<file path="config.mk">
export PLATFORM = sky130hd
export DESIGN_NAME = watchdog_counter
export DESIGN_NICKNAME = d
export VERILOG_FILES = /design/src/rtl/dmem_store_checker_watchdog_counter.sv
export SDC_FILE = /design/constraint.sdc
export NUM_CORES = 1
export LEC_CHECK = 0
export BUFFER_PORTS_ARGS = -buffer_cell sky130_fd_sc_hd__buf_2
export CORE_UTILIZATION = 40
export DETAILED_ROUTE_END_ITERATION = 10
export SLEW_MARGIN = 20
export SYNTH_ARGS = -nofsm -noshare
export SYNTH_HDL_FRONTEND = slang
export SYNTH_SLANG_ARGS = --single-unit
</file>
<file path="constraint.sdc">
create_clock -name clk -period 2 [get_ports clk]
set_input_delay 0.4 -clock clk [delete_from_list [all_inputs] [get_ports clk]]
set_output_delay 0.4 -clock clk [all_outputs]
set_load 0.005 [all_outputs]
</file>
<file path="src/rtl/dmem_store_checker_watchdog_counter.sv">
// Cycle watchdog for the store checker: counts enabled cycles and flags the last allowed one.
// A TIMEOUT of zero removes the counter entirely and never expires.
module watchdog_counter #(
  parameter int TIMEOUT = 1000
) (
  input  logic clk,
  input  logic reset,
  input  logic clr,
  input  logic en,
  output logic expired
);

  generate
    if (TIMEOUT == 0) begin : g_off
      logic unused_inputs;
      assign unused_inputs = clk ^ reset ^ clr ^ en;
      assign expired       = 1'b0;
    end else begin : g_on
      localparam int CW = (TIMEOUT > 1) ? $clog2(TIMEOUT) : 1;
      logic [CW-1:0] count;

      // Holds at TIMEOUT-1 so expired stays asserted until cleared.
      always_ff @(posedge clk or posedge reset) begin
        if (reset) begin
          count <= '0;
        end else if (clr) begin
          count <= '0;
        end else if (en && !expired) begin
          count <= count + CW'(1);
        end
      end

      assign expired = (count == CW'(TIMEOUT - 1));
    end
  endgenerate

endmodule

</file>
==> summary.md <==
| Metric | Value |
|---|---|
| Setup Buffers After CTS | 0 |
| GPL Wtd Cong | ~0.9 |
| Total placed cells including tap cells | 76 |
| Final worst path period share | approximately 93% |
| Worst VDD drop | roughly 0.00047 V |
| CP cell instances | or3b_4 -> nor3_2 -> buf_2 |
| Worst setup SP type | flop |
| Slew HR | between 70% and 80% |
| Dpl ws | approximately 0.32 ns |
| First-iteration detailed-routing DRC count | 20 |
| Largest regs | g_on.count x10 |
| Final min period | around 1.9 ns |
| Crit-path leading delay family | simple AND/OR/NAND/NOR gates |
| Max cap viols | 0 |
| Worst Max-Slew Pin Slew | 0.375 ns |
| CTS max path bufs | 2 |
| Critical path's slowest cell | or3b_4 |
| Fill count | 141 |
| Post-detail-place hpwl | 823 µm |
| Ant diodes | 0 |
| Synthesis-to-finish area growth | 10.3% |
| Final instance area | around 600 µm² |
| Crit Path Class | reg -> out |
| Worst path bufs/invs | 1 |
| Avg Cell Area, Syn | 9.48 µm² |
| Largest register FFs | 10 |
| Async set or reset register ratio after synthesis | 100% |
| Synth top cells by count | 10 x dfrtp_1, 6 x a21oi_1, 6 x or4_1, 4 x nand3_1, 4 x o31ai_1 |
| Post-synth top area cell | dfrtp_1 |
| FP Rows | 13 |
| Worst hold slack | 0.0945 ns |
| Synthesized Nets | 64 |
| Number of buffers created by CTS | 3 |
| Clock root cell | clkbuf_4 |
| CP required | around 1.6 ns |
| Nets | 71 |
| Status | finished, final reports clean |
| Peak per-stage delay on the critical path | roughly 0.44 ns |
| Largest net degree at the start of global routing | 14 |
| H-tree depth | 1 |
| I/O Pins | 5 |
| Placed Area | 589 µm² |
| GRT overflow | 0 |
| Unique cell type count in the Yosys netlist | 24 |
| Port buffer count | 4 |
| R2R cell count | 4 |
| RSZ-0062 raised after global routing | no |
| R2R Path Start | g_on.count[0] |
| Cells after Synth | just under 60 |
| TritonCTS Sinks | 10 |
| Layout Cells excl Fill | between 70 and 80 |
| First-pass GRT wire length | between 1.5 and 2 mm |
| Vias per cell | ~6.3 |
| Number of global-route vias before repair | roughly 420 |
| Pins Over Slew Limit | 0 |
| Via count | roughly 500 |
| Setup TNS | 0 ns |
| WL per Instance | between 15 and 20 µm |
| DRC violations left | 0 |
| Pwr dens | 618 mW/mm² |
| Layout cell share with drive strength beyond 1 | between 10% and 20% |
| Core area | between 0.001 and 0.0015 mm² |
| Hold_buf cts | 0 |
| Reg2Reg Setup Slack | about 0.45 ns |
| Area contributors post-synth | dfrtp_1 45%, or4_1 8.1%, a21oi_1 5.4% |
| Seq cells post-synth | 10 |
| Share of the synthesized area in the top cell type | between 40 and 50% |
| R2R Path End | g_on.count[8] |
| Post-synth design cell area | ~560 µm² |
| Hold WC Path Type | in -> async |
| Post-synthesis sequential area ratio | between 40% and 50% |
| Final WS setup | 0.130 ns |
| Clock skew | 0.0126 ns |
| Drt total wl | ~1.2 mm |
| Initial core utilization | 43.0% |
| Clk slew on worst S/H paths | about 0.07 ns |
| Initial antenna violation count | 0 |
| Worst skew pair latency | about 0.26 ns |
| DIE WIDTH | slightly below 40 µm |
| Synth Flop Type | dfrtp_1 |
| Leakage power | roughly 0.23 nW |
| Setup Viol. Count Final | 0 |
| Total power | between 300 and 400 µW |
| CTS tree | done |
| Final hold vios | 0 |
| Post-CTS sizing | 0 |
| Post-synth EDFFs | 0 |
| Yosys warns | 0 |
| Fin util | between 40% and 50% |
| Largest Register | g_on.count |
| Max Freq | ~0.53 GHz |
| Post-route ant nets | 0 |
| Die H | roughly 40 µm |
| Die ar. | between 0.0015 and 0.002 mm² |
| Arrival @ worst endpoint | 1.47 ns |
| Drt first pass iters | 4 |
| Total track usage | 18.8% |
| Cell with the most instances after synthesis | dfrtp_1 |
| Element type at the critical path end | primary output |
| Crit-path max FO | 5 |
-- worst max-delay path by stage --
stage,from,end,slack (ns),cells after the start
2_1_floorplan,g_on.count[3],expired,0.50,2
3_3_place_gp,g_on.count[3],expired,0.36,3
3_5_place_dp,g_on.count[3],expired,0.32,3
4_1_cts,g_on.count[3],expired,0.02,3
5_1_grt,g_on.count[0],expired,0.02,4
6_report,g_on.count[3],expired,0.13,3
-- cell families after synthesis --
| kind of cell | after synthesis | synth area share, % |
|---|---|---|
| buf+inv | 4 | 2.91 |
| fa+ha+maj | 1 | 2.24 |
| compound gates | 16 | 19.0 |
| flops | 10 | 44.7 |
| xor+xnor | 1 | 1.57 |
| simple gates | 27 | 29.5 |
-- layout make-up --
class | count | area (µm²) | area share [%]
clock buffer | 3 | 22.5 | 3.65
inverter | 2 | 7.51 | 1.22
multi-input combinational | 45 | 298 | 48.3
sequential | 10 | 250 | 40.6
tap | 15 | 18.8 | 3.04
timing repair buffer | 4 | 20.0 | 3.25
-- power breakdown --
part	total, mW	switching [mW]	internal [mW]
Combinational	0.0318	0.0203	0.0115
Clock	0.133	0.0642	0.0692
Sequential	0.216	0.00815	0.208
-- cells in the final DEF, fill, tap and decap left out, types with 2 or more instances in the layout --
cell and n:
nand2_1 3, buf_2 4, or4_1 6, o21ai_0 2
inv_1 2, nand4_1 3, nand2b_1 2, dfrtp_1 10
clkbuf_4 3, nor2_1 2, a21oi_1 6, nand3b_1 2
o31ai_1 4, nand3_1 4
-- routing by layer --
| metal | global-route usage [%] | share of wire (%) |
|---|---|---|
| met1 | 23.7 | 46 |
| met2 | 28.7 | 49 |
| met3 | 8.52 | 4.2 |
| met4 | 5.17 | 0.75 |
| met5 | 0 | 0 |
No activity file was read; power rests on OpenSTA's default activity.
